===== src/rtl/mac32_bitserial_ctrl_if.sv =====
// Job / result / MAC-side signal bundle for the bit-serial MAC32 sequencer.
// master: surrounding system (activation buffer, result writer, MAC array).
// slave : the sequencer itself.
interface mac32_bitserial_ctrl_if #(
  parameter int ABITS = 4
);
  localparam int ACCW = 8 + ABITS;

  logic                  in_valid;
  logic                  in_ready;
  logic [32*ABITS-1:0]   in_act;
  logic [31:0]           mac_in;
  logic                  mac_clr;
  logic [7:0]            mac_out;
  logic                  res_valid;
  logic                  res_ready;
  logic [ACCW-1:0]       res_data;

  modport master (
    output in_valid, in_act, res_ready, mac_out,
    input  in_ready, mac_in, mac_clr, res_valid, res_data
  );

  modport slave (
    input  in_valid, in_act, res_ready, mac_out,
    output in_ready, mac_in, mac_clr, res_valid, res_data
  );
endinterface


===== src/rtl/mac32_bitserial_ctrl.sv =====
// Bit-serial activation sequencer for the 32-lane 3b-weight x 1b-input MAC.
// Issues one activation bit-plane per cycle (MSB first) and shift-accumulates
// the MAC's registered partial sums into an unsigned ACCW-bit dot product.
module mac32_bitserial_ctrl #(
  parameter int ABITS = 4
) (
  input logic                   CLK,
  input logic                   reset,
  mac32_bitserial_ctrl_if.slave bus
);
  localparam int ACCW = 8 + ABITS;
  localparam int CW   = (ABITS > 1) ? $clog2(ABITS) : 1;

  typedef enum logic [1:0] {IDLE, ISSUE, DRAIN, DONE} state_t;

  state_t              state;
  state_t              state_nxt;
  logic [CW-1:0]       bitcnt;
  logic                acc_en;
  logic [ACCW-1:0]     acc;
  logic [32*ABITS-1:0] act_q;
  logic [31:0]         plane;
  logic [ABITS-1:0]    lane;

  // State register
  always_ff @(posedge CLK or negedge reset) begin
    if (!reset) state <= IDLE;
    else        state <= state_nxt;
  end

  // Next-state decode; in_valid only matters in IDLE, res_ready only in DONE
  always_comb begin
    state_nxt = state;
    case (state)
      IDLE:    if (bus.in_valid)  state_nxt = ISSUE;
      ISSUE:   if (bitcnt == '0)  state_nxt = DRAIN;
      DRAIN:                      state_nxt = DONE;
      DONE:    if (bus.res_ready) state_nxt = IDLE;
      default:                    state_nxt = IDLE;
    endcase
  end

  // Job datapath: latch activations, walk the bit counter, shift-accumulate.
  // acc_en lags ISSUE by one cycle to line up with the MAC's output register.
  always_ff @(posedge CLK or negedge reset) begin
    if (!reset) begin
      act_q  <= '0;
      acc    <= '0;
      acc_en <= 1'b0;
      bitcnt <= '0;
    end else begin
      acc_en <= (state == ISSUE);
      if (state == IDLE && bus.in_valid) begin
        act_q  <= bus.in_act;
        acc    <= '0;
        bitcnt <= CW'(ABITS - 1);
      end else begin
        if (state == ISSUE && bitcnt != '0) bitcnt <= bitcnt - CW'(1);
        if (acc_en) acc <= (acc << 1) + ACCW'(bus.mac_out);
      end
    end
  end

  // Bit-plane select: bit bitcnt of every lane's activation
  always_comb begin
    plane = '0;
    lane  = '0;
    for (int i = 0; i < 32; i++) begin
      lane     = act_q[i*ABITS +: ABITS] >> bitcnt;
      plane[i] = lane[0];
    end
  end

  // Outputs, decoded from registered state only
  always_comb begin
    bus.in_ready  = (state == IDLE);
    bus.res_valid = (state == DONE);
    bus.mac_clr   = (state == IDLE) || (state == DONE);
    bus.mac_in    = (state == ISSUE) ? plane : 32'd0;
    bus.res_data  = acc;
  end
endmodule


===== src/flat_wrapper.sv =====
// flat-port wrapper written by rule: the top's interface ports become plain ports
module mac32_bitserial_ctrl_flat 
#(
  parameter int ABITS = 4
)
  (CLK, reset, bus_in_valid, bus_in_act, bus_res_ready, bus_mac_out, bus_in_ready, bus_mac_in, bus_mac_clr, bus_res_valid, bus_res_data);
  mac32_bitserial_ctrl_if #(.ABITS(ABITS)) bus_i ();
  input logic CLK;
  input logic reset;
  input wire logic [$bits(bus_i.in_valid)-1:0] bus_in_valid;
  input wire logic [$bits(bus_i.in_act)-1:0] bus_in_act;
  input wire logic [$bits(bus_i.res_ready)-1:0] bus_res_ready;
  input wire logic [$bits(bus_i.mac_out)-1:0] bus_mac_out;
  output wire logic [$bits(bus_i.in_ready)-1:0] bus_in_ready;
  output wire logic [$bits(bus_i.mac_in)-1:0] bus_mac_in;
  output wire logic [$bits(bus_i.mac_clr)-1:0] bus_mac_clr;
  output wire logic [$bits(bus_i.res_valid)-1:0] bus_res_valid;
  output wire logic [$bits(bus_i.res_data)-1:0] bus_res_data;
  assign bus_i.in_valid = bus_in_valid;
  assign bus_i.in_act = bus_in_act;
  assign bus_i.res_ready = bus_res_ready;
  assign bus_i.mac_out = bus_mac_out;
  assign bus_in_ready = bus_i.in_ready;
  assign bus_mac_in = bus_i.mac_in;
  assign bus_mac_clr = bus_i.mac_clr;
  assign bus_res_valid = bus_i.res_valid;
  assign bus_res_data = bus_i.res_data;
  mac32_bitserial_ctrl #(.ABITS(ABITS)) u_core (.CLK(CLK), .reset(reset), .bus(bus_i));
endmodule

===== config.mk =====
export PLATFORM = sky130hd
export DESIGN_NAME = mac32_bitserial_ctrl_flat
export DESIGN_NICKNAME = d
export VERILOG_FILES = /design/src/rtl/mac32_bitserial_ctrl_if.sv /design/src/rtl/mac32_bitserial_ctrl.sv /design/src/flat_wrapper.sv
export SDC_FILE = /design/constraint.sdc
export NUM_CORES = 1
export LEC_CHECK = 0
export CORE_MARGIN = 3
export CORE_UTILIZATION = 41
export CTS_CLUSTER_DIAMETER = 60
export CTS_CLUSTER_SIZE = 40
export DETAILED_ROUTE_END_ITERATION = 8
export GPL_ROUTABILITY_DRIVEN = 0
export PLACE_DENSITY = 0.72
export SYNTH_ARGS = -nofsm -noshare
export SYNTH_HDL_FRONTEND = slang
export SYNTH_SLANG_ARGS = --single-unit

===== constraint.sdc =====
create_clock -name CLK -period 1.7 [get_ports CLK]
set_input_delay 0.425 -clock CLK [delete_from_list [all_inputs] [get_ports CLK]]
set_output_delay 0.425 -clock CLK [all_outputs]
set_load 0.02 [all_outputs]

# Word level (Yosys, flattened, before mapping)
# Cells that the tools add are included.
[classes] n_addsub=2 n_eq_ne=6 shifts=32 muxes=9 reduce_logical=9
[op_table] op="$shr 4x2->1" count=32
[op_table] op="$mux 32" count=1
[op_table] op="$mux 12" count=2
[op_table] op="$add 12x8->12" count=1
[op_table] op="$mux 2" count=5
[op_table] op="$pmux 2 s4" count=1
[op_table] op="$reduce_bool 2->1" count=3
[op_table] op="$eq 2x2->1 const B" count=2
[op_table] op="$logic_not 2->1" count=2
[op_table] op="$ne 2x2->1 const B" count=2
[op_table] op="$reduce_and 3->1" count=1
[op_table] op="$eq 2x1->1 const B" count=1
[op_table] op="$logic_and 1x1->1" count=2
[op_table] op="$ne 2x1->1 const B" count=1
[op_table] op="$sub 2x1->2 const B" count=1
[op_table] op="$logic_or 1x1->1" count=1
[word_totals] reg_bits=145 output_inout_bits=47

# Depth between registers and ports, before layout
# Gate-level depths: netlist (run 1).
[depth] word_depth=4 depth_mapped=8

# Least setup slack after synthesis (run 1)
# No wires, ideal clock.
[synth_path] kind="register -> register" startpoint="reg u_core.acc[0] (netlist: u_core.bus.res_data[0])" endpoint="reg u_core.acc[9] (netlist: u_core.bus.res_data[9])" setup_ps=139 arrival_time_ps=1718 setup_slack_ps=-157 stages_incl_launch_ff=9 n_path_buf=0 synth_period_minus_slack_ps=1857 cell_sequence="dfrtp_1 > ha_1 > inv_1 > fa_1 > nor2b_1 > o31ai_1 > a21oi_1 > xnor2_1 > a21oi_1"
[synth_between] elab_chain_cells=3
[synth_lines] element="from (decl)" line_no="mac32_bitserial_ctrl.sv:20" rtl="logic [ACCW-1:0] acc;"
[synth_lines] element="from (signal assigned)" line_no="mac32_bitserial_ctrl.sv:59" rtl="if (acc_en) acc <= (acc << 1) + ACCW'(bus.mac_out);"
[synth_lines] element="$add 12x8->12" line_no="mac32_bitserial_ctrl.sv:59"
[synth_lines] element="$mux 12" line_no="mac32_bitserial_ctrl.sv:59"
[synth_lines] element="$mux 12" line_no="mac32_bitserial_ctrl.sv:53" rtl="if (state == IDLE && bus.in_valid) begin"
# Every way passes these cells. The select of a mux whose other input is x is not followed.
# A chain may end at the register's enable or synchronous reset.

# Worst setup path in the final report (run 1)
[layout_path] startpoint="reg u_core.bitcnt[0]" endpoint="out bus_mac_in[7]"
[layout_between] elab_chain_cells=2
[layout_lines] element="from (decl)" line_no="mac32_bitserial_ctrl.sv:18" rtl="logic [CW-1:0] bitcnt;"
[layout_lines] element="from (signal assigned)" line_no="mac32_bitserial_ctrl.sv:56" rtl="bitcnt <= CW'(ABITS - 1);"
[layout_lines] element="from (signal assigned)" line_no="mac32_bitserial_ctrl.sv:58" rtl="if (state == ISSUE && bitcnt != '0) bitcnt <= bitcnt - CW'(1);"
[layout_lines] element="$shr 4x2->1" line_no="mac32_bitserial_ctrl.sv:69" rtl="lane = act_q[i*ABITS +: ABITS] >> bitcnt;"
[layout_lines] element="$mux 32" line_no="mac32_bitserial_ctrl.sv:79" rtl="bus.mac_in = (state == ISSUE) ? plane : 32'd0;"
[layout_lines] element="to (decl)" line_no="flat_wrapper.sv:15" rtl="output wire logic [$bits(bus_i.mac_in)-1:0] bus_mac_in;"
# Every way passes these cells.

==> metrics.txt, run 1 <==
global-route wire length before repair slightly below 30 mm; antenna viol nets, final 0; area grow syn2layout 52.5%; final slew viol count 0; Synth cell types 37; Avg WL per Cell about 16 um; Final Hold Viols 0; chip width roughly 140 um; internal power 12.5 mW; Antenna diodes 0; buffer and inverter count on the worst path 3; total grt overflow 0; Max clock buf depth 2; share of cells above drive strength 1 0.234; clk_lat worst skew slightly above 400 ps; Sink Count roughly 150; cell mode on critical path buf_12; initial antenna violation count 0; Clock Skew approximately 5.7 ps; gr usage total 0.208; CTS HTree Levels 4; Inst Count DP approximately 1,100; Slew headroom 0.733; chip height 135 um; fmax about 440 MHz; XOR/XNOR share of the synthesized area 0.00766; total CTS buffers 17; Max-Cap Viols 0; unrepaired setup endpoints after global routing yes; Seq/Total Area, Yosys 0.529; post-detailed-route DRC marker count 0; Port Buf Inserts approximately 190; crit path time final ~2300 ps; via count 5,769; Synth Area in Simple Gates 0.261; worst IR drop on VDD 1.07 mV; failing checks negative setup slack; Total Nets Final 1,115; total net switching power around 6.7 mW; compound-gate portion of the synthesized area 0.0350; 1st-pass router iterations 4; post-synthesis adder-cell area fraction 0.0248; CTS tree built; final worst slack -586 ps; FF+latch count, synth 145; Worst-path clk slew about 60 ps; Worst path top cell family by delay multiplexers; Mapped Avg Cell Area 9.30 um^2; worst-path cell chain buf_12 -> buf_12 -> mux4_2 -> and2_4 -> buf_6; period utilization 1.34; fillcell total roughly 1,300; clock root buffer master clkbuf_16; Die Area between 15,000 and 20,000 um^2; Ports around 190; Cell Count, Final, Fillers Out approximately 1,200; Syn. warnings 0; Worst Path Required roughly 1300 ps; critical path class flop to output pin; mux cell area share after synthesis 0.108; slowest stage delay, CP around 510 ps; Worst Tran Pin Value about 400 ps; power share of the combinational group 0.472; Leak 5.17 nW; CP startpoint kind flop; crit end category output pin; Netlist Area Pre-Place approximately 6900 um^2; initial core utilization 0.426; core area ~16,000 um^2; Mapped Cells between 700 and 800; Crit path arrival time 1860 ps; status complete, but fails checks; Site Rows 46; critical path peak fanout 6; DRT Wirelength approximately 19 mm; pwr dens ~1800 nW/um^2; Initial DRC Count 318; worst hold path class input pin to async pin; Final TNS setup -17,710 ps; Final Util 0.649; clock share of power 0.214; sequential power share 0.315; Syn Nets roughly 890; slowest CP cell mux4_2; largest net degree at the start of global routing 65; vias in the first global route approximately 5,900; Via-to-Cell Ratio approximately 4.8; setup violators final 33; DP HPWL roughly 13 mm; switching portion of total power 0.349; largest family of logic cells by synthesized area simple AND/OR/NAND/NOR gates
-- cell type report --
class / count / area [um^2] / area share
sequential: 145 / 3630 / 0.347
tap: 216 / 270 / 0.0258
clock buffer: 19 / 443 / 0.0423
clock inverter: 13 / 209 / 0.0200
timing repair buffer: 247 / 2590 / 0.247
inverter: 12 / 47.5 / 0.00455
multi-input combinational: 539 / 3270 / 0.313
-- metal layers --
layer,up-vias,part of all wire,global-route usage
met5,-,0,0
li1,2810,-,-
met4,0,0.0086,0.0566
met2,161,0.51,0.351
met3,14,0.053,0.0516
met1,2784,0.43,0.270
-- Yosys cell counts --
cell type,n,area [um^2]
a31oi_1,2,12.5
a21o_1,3,22.5
o21ai_0,13,65.1
buf_2,5,25.0
and2_1,34,213
clkbuf_1,28,105
nand2_1,391,1470
nor2b_1,3,18.8
a221oi_1,1,8.76
o21a_1,1,7.51
o211a_1,1,10.0
nor3_1,2,10.0
buf_1,6,22.5
nor3b_1,1,7.51
nand3_1,1,5.00
mux2i_1,2,20.0
and3_1,2,12.5
o21ai_1,1,5.00
a2111o_1,1,11.3
xor2_1,2,17.5
a21oi_1,10,50.1
nor4b_1,1,8.76
inv_1,12,45.0
a211oi_1,2,15.0
a2111oi_0,1,8.76
o211ai_1,1,7.51
fa_1,1,20.0
o31ai_1,1,7.51
mux4_2,32,721
buf_6,3,33.8
dfrtp_1,145,3630
or3_1,2,12.5
xnor2_1,4,35.0
o2111ai_1,1,8.76
ha_1,12,150
buf_4,1,7.51
nor2_1,9,33.8
-- worst register-to-register path: cells and delay by family (launching register included) --
family	cells	cell delay, ps
and+or+nand+nor	2	160
buffers and inverters	1	50
adders and majority gates	2	390
AOI/OAI and AO/OA	2	400
xor gates and xnor gates	1	150
DFF	1	430
-- cells in the final DEF, fill, tap and decap left out, types with 3 or more instances in the layout --
| cell type | n |
|---|---|
| ha_1 | 4 |
| a21o_1 | 3 |
| inv_2 | 3 |
| clkbuf_16 | 18 |
| dlygate4sd2_1 | 9 |
| a21oi_1 | 8 |
| buf_4 | 37 |
| xnor2_1 | 4 |
| buf_6 | 41 |
| buf_12 | 16 |
| bufinv_16 | 5 |
| nor2_1 | 8 |
| ha_4 | 8 |
| dfrtp_2 | 4 |
| nand2_1 | 390 |
| dlymetal6s2s_1 | 3 |
| o21ai_0 | 12 |
| clkbuf_2 | 3 |
| clkinvlp_4 | 3 |
| mux4_2 | 32 |
| clkdlybuf4s50_1 | 134 |
| inv_1 | 8 |
| dfrtp_1 | 141 |
| and2_4 | 34 |
-- timing repair --
item	CTS	global route
endpoints found under the hold margin	14	0
pin swaps	28	14
gates resized for setup	244	34
hold buffers	1	0
cloned	3	3
endpoints found under the setup margin	62	60
setup buffers	8	0
-- kinds of logic (layout without fill, tap and decap cells) --
kind of cell    after synthesis  in the layout
compound gates               39             39
xor+xnor                      6              6
fa+ha+maj                    13             13
buf+inv                      55            291
flops                       145            145
mux                          34             34
simple gates                446            447
-- power groups by stage --
stage          Sequential [mW]  Combinational [mW]  Clock (mW)
2_1_floorplan             5.89                5.18           0
6_report                  6.04                9.06        4.10
5_1_grt                   6.21                9.94        4.34
3_3_place_gp              5.98                8.01           0
4_1_cts                   6.01                8.97        4.17
3_5_place_dp              6.04                8.20           0
-- metrics by stage --
step / total power [mW] / setup WS [ps] / instance area [um^2] / hold slack [ps]
global placement: 14.0 / -553 / 9460 / 282
floorplan: 11.1 / -29.3 / 6990 / 129
global route: 20.5 / -673 / 10500 / 406
detailed placement: 14.2 / -574 / 9460 / 282
finish: 19.2 / -586 / 10500 / 417
CTS: 19.2 / -669 / 10400 / 403
-- path summary, 6_finish.rpt --
path	start	end	slack [ps]	cells after the start
setup / recovery	u_core.bitcnt[0]$_DFFE_PN0P_	bus_mac_in[7]	-590	5
hold reg to reg	u_core.act_q[74]$_DFFE_PN0P_	u_core.act_q[74]$_DFFE_PN0P_	470	2
min in group CLK	u_core.act_q[74]$_DFFE_PN0P_	u_core.act_q[74]$_DFFE_PN0P_	470	2
max in group asynchronous	reset	u_core.act_q[35]$_DFFE_PN0P_	780	3
hold / removal	reset	u_core.act_q[12]$_DFFE_PN0P_	420	2
setup reg to reg	u_core.bus.res_data[0]$_DFFE_PN0P_	u_core.bus.res_data[7]$_DFFE_PN0P_	30	8
-- registers in the layout, indices dropped and copies added (netlist names) --
name,count
u_core.acc_en,1
u_core.act_q,128
u_core.bitcnt,2
u_core.bus.res_data,12
u_core.state,2
Power figures use the tool's default switching activity.
==> inputs of run 2 (changes only) <==
Settings changed: HOLD_SLACK_MARGIN set to 0.05.
==> results of run 2 <==
Same layout as run 1: the final DEF is identical, and so are final timing and power.
==> inputs of run 3 (changes only) <==
Settings changed: PLACE_DENSITY 0.72 to 0.77.
==> run 3 against run 2 <==
Net effect: worst hold slack better by 50 ps; critical path depth stayed put; clock-buffer cell count is 2 lower; critical path type unchanged; the flow still finishes with violations (negative setup slack); flip-flop and latch count stayed put; register-to-register slack worse by 20 ps; largest power group unchanged.
==> metrics.txt, run 3 (synthesis results as in run 1) <==
Port Buf Inserts approximately 190; Initial DRC Count ~280; CTS tree built; failing checks negative setup slack; critical path class flop to output pin; final slew viol count 0; Crit Reg-Reg Endpoint u_core.bus.res_data[7]$_DFFE_PN0P_; r2r worst-path depth 8; CTS HTree Levels 4; Leak 5.16 nW; Max-Cap Viols 0; chip height 135 um; Clock Skew 7.53 ps; Crit path arrival time 1880 ps; clock root buffer master clkbuf_16; most frequent cells in the layout nand2_1 (390), dfrtp_1 (140), clkdlybuf4s50_1 (132); vias in the first global route just under 6,000; Cell Count, Final, Fillers Out 1,194; initial core utilization 0.426; Site Rows 46; Hold Path Sink u_core.act_q[98]$_DFFE_PN0P_; Hold Startpoint u_core.act_q[98]$_DFFE_PN0P_; Ports roughly 190; Via-to-Cell Ratio ~4.9; via count between 5,000 and 6,000; crit path time final 2310 ps; DP HPWL between 10 and 15 mm; area grow syn2layout 51.7%; RR Startpoint u_core.bus.res_data[0]$_DFFE_PN0P_; Total Nets Final about 1,100; chip width about 140 um; Slew headroom 0.731; antenna viol nets, final 0; most common cell after layout, fill and taps aside nand2_1; 1st-pass router iterations 5; total CTS buffers 17; Worst Tran Pin Value about 400 ps; status complete, but fails checks; final worst slack -608 ps; total grt overflow 0; core area around 16,000 um^2; Largest register FFs between 100 and 150; Avg WL per Cell about 16 um; post-detailed-route DRC marker count 0; Worst-path clk slew approximately 60 ps; global-route wire length before repair 29.1 mm; gr usage total 0.202; design area approximately 10,000 um^2; worst IR drop on VDD around 1.1 mV; largest net degree at the start of global routing 57; Placed Area 9430 um^2; worst hold path class flop to flop; hold depth 2; Inst Count DP around 1,100; period utilization 1.36; Final Hold Viols 0; Biggest register u_core.act_q; Worst Path Required 1270 ps; unrepaired setup endpoints after global routing yes; Max clock buf depth 2; crit end category output pin; Final Util 0.646; pwr dens around 1800 nW/um^2; FF-to-FF setup slack 10 ps; initial antenna violation count 1; clk_lat worst skew approximately 400 ps; critical path peak fanout 7; DRT Wirelength ~19 mm; share of cells above drive strength 1 0.237; CP startpoint kind flop; fmax around 430 MHz; Die Area ~18,000 um^2; Sink Count around 150; setup violators final 34
==> run 3: cell types whose count changed in the layout (fill, tap and decap cells not counted), moves of 3 or more <==
cell       previous run  this run
buf_6                41        38
buf_12               16        10
buf_4                37        41
inv_6                 1         5
inv_8                 0         3
bufinv_16             5         2
o21ai_0              12         8
clkbuf_2              3         7
o21ai_1               0         4
==> run 3: layout make-up <==
cell class / instances / area [um^2]
multi-input cells: 539 / 3280
diodes: 1 / 2.50
clock buffers: 17 / 425
inverters: 12 / 50.0
well taps: 216 / 270
clock inverters: 15 / 174
fillers: 1292 / 5710
repair buffers: 249 / 2570
flip-flops and latches: 145 / 3630
==> run 3: report_power, final <==
part | switching (mW) | total, mW | internal [mW] | leakage, nW
clock | 1.56 | 3.78 | 2.21 | 0.287
combinational | 4.28 | 8.97 | 4.69 | 3.08
sequential | 0.959 | 6.05 | 5.09 | 1.80
==> run 3: worst max path at each step <==
stage	startpoint	end	slack, ps	cells after the start
finish	u_core.bitcnt[0]$_DFFE_PN0P_	bus_mac_in[6]	-610	5
global route	u_core.bitcnt[0]$_DFFE_PN0P_	bus_mac_in[30]	-680	5
CTS	u_core.bitcnt[0]$_DFFE_PN0P_	bus_mac_in[29]	-780	4
detailed placement	u_core.bitcnt[0]$_DFFE_PN0P_	bus_mac_in[17]	-580	4
global placement	u_core.bitcnt[0]$_DFFE_PN0P_	bus_mac_in[17]	-550	4
floorplan	u_core.bitcnt[0]$_DFFE_PN0P_	bus_mac_in[23]	-30	4
==> run 3: layer usage <==
metal | up-vias | track usage | routed length (um)
met5 | - | 0 | 0
met4 | 0 | 0.0644 | 306
met3 | 23 | 0.0442 | 962
met2 | 178 | 0.338 | 9720
met1 | 2866 | 0.263 | 8130
li1 | 2819 | - | -
==> run 3: metrics by stage <==
step | total power [mW] | TNS, ps | setup WS (ps) | hold WS (ps)
floorplan | 11.1 | -557 | -29.3 | 129
detailed placement | 14.2 | -27540 | -577 | 361
global route | 20.1 | -21100 | -677 | 488
global placement | 13.9 | -25450 | -551 | 366
finish | 18.8 | -18500 | -608 | 467
CTS | 18.2 | -20380 | -785 | 473
==> run 3: timing repair <==
| item | CTS | global route |
|---|---|---|
| pin swaps | 9 | 47 |
| setup endpoints to repair | 54 | 96 |
| hold buffers | 1 | 0 |
| cloned | 0 | 4 |
| hold endpoints to repair | 32 | 0 |
| resized for setup | 206 | 66 |
| buffers inserted | 0 | 9 |
==> run 3: critical path: stages, from the launching register on <==
cell and delay (ps):
dfrtp_2 400, buf_6 140, clkbuf_16 160, mux4_2 510, and2_4 150, buf_6 120
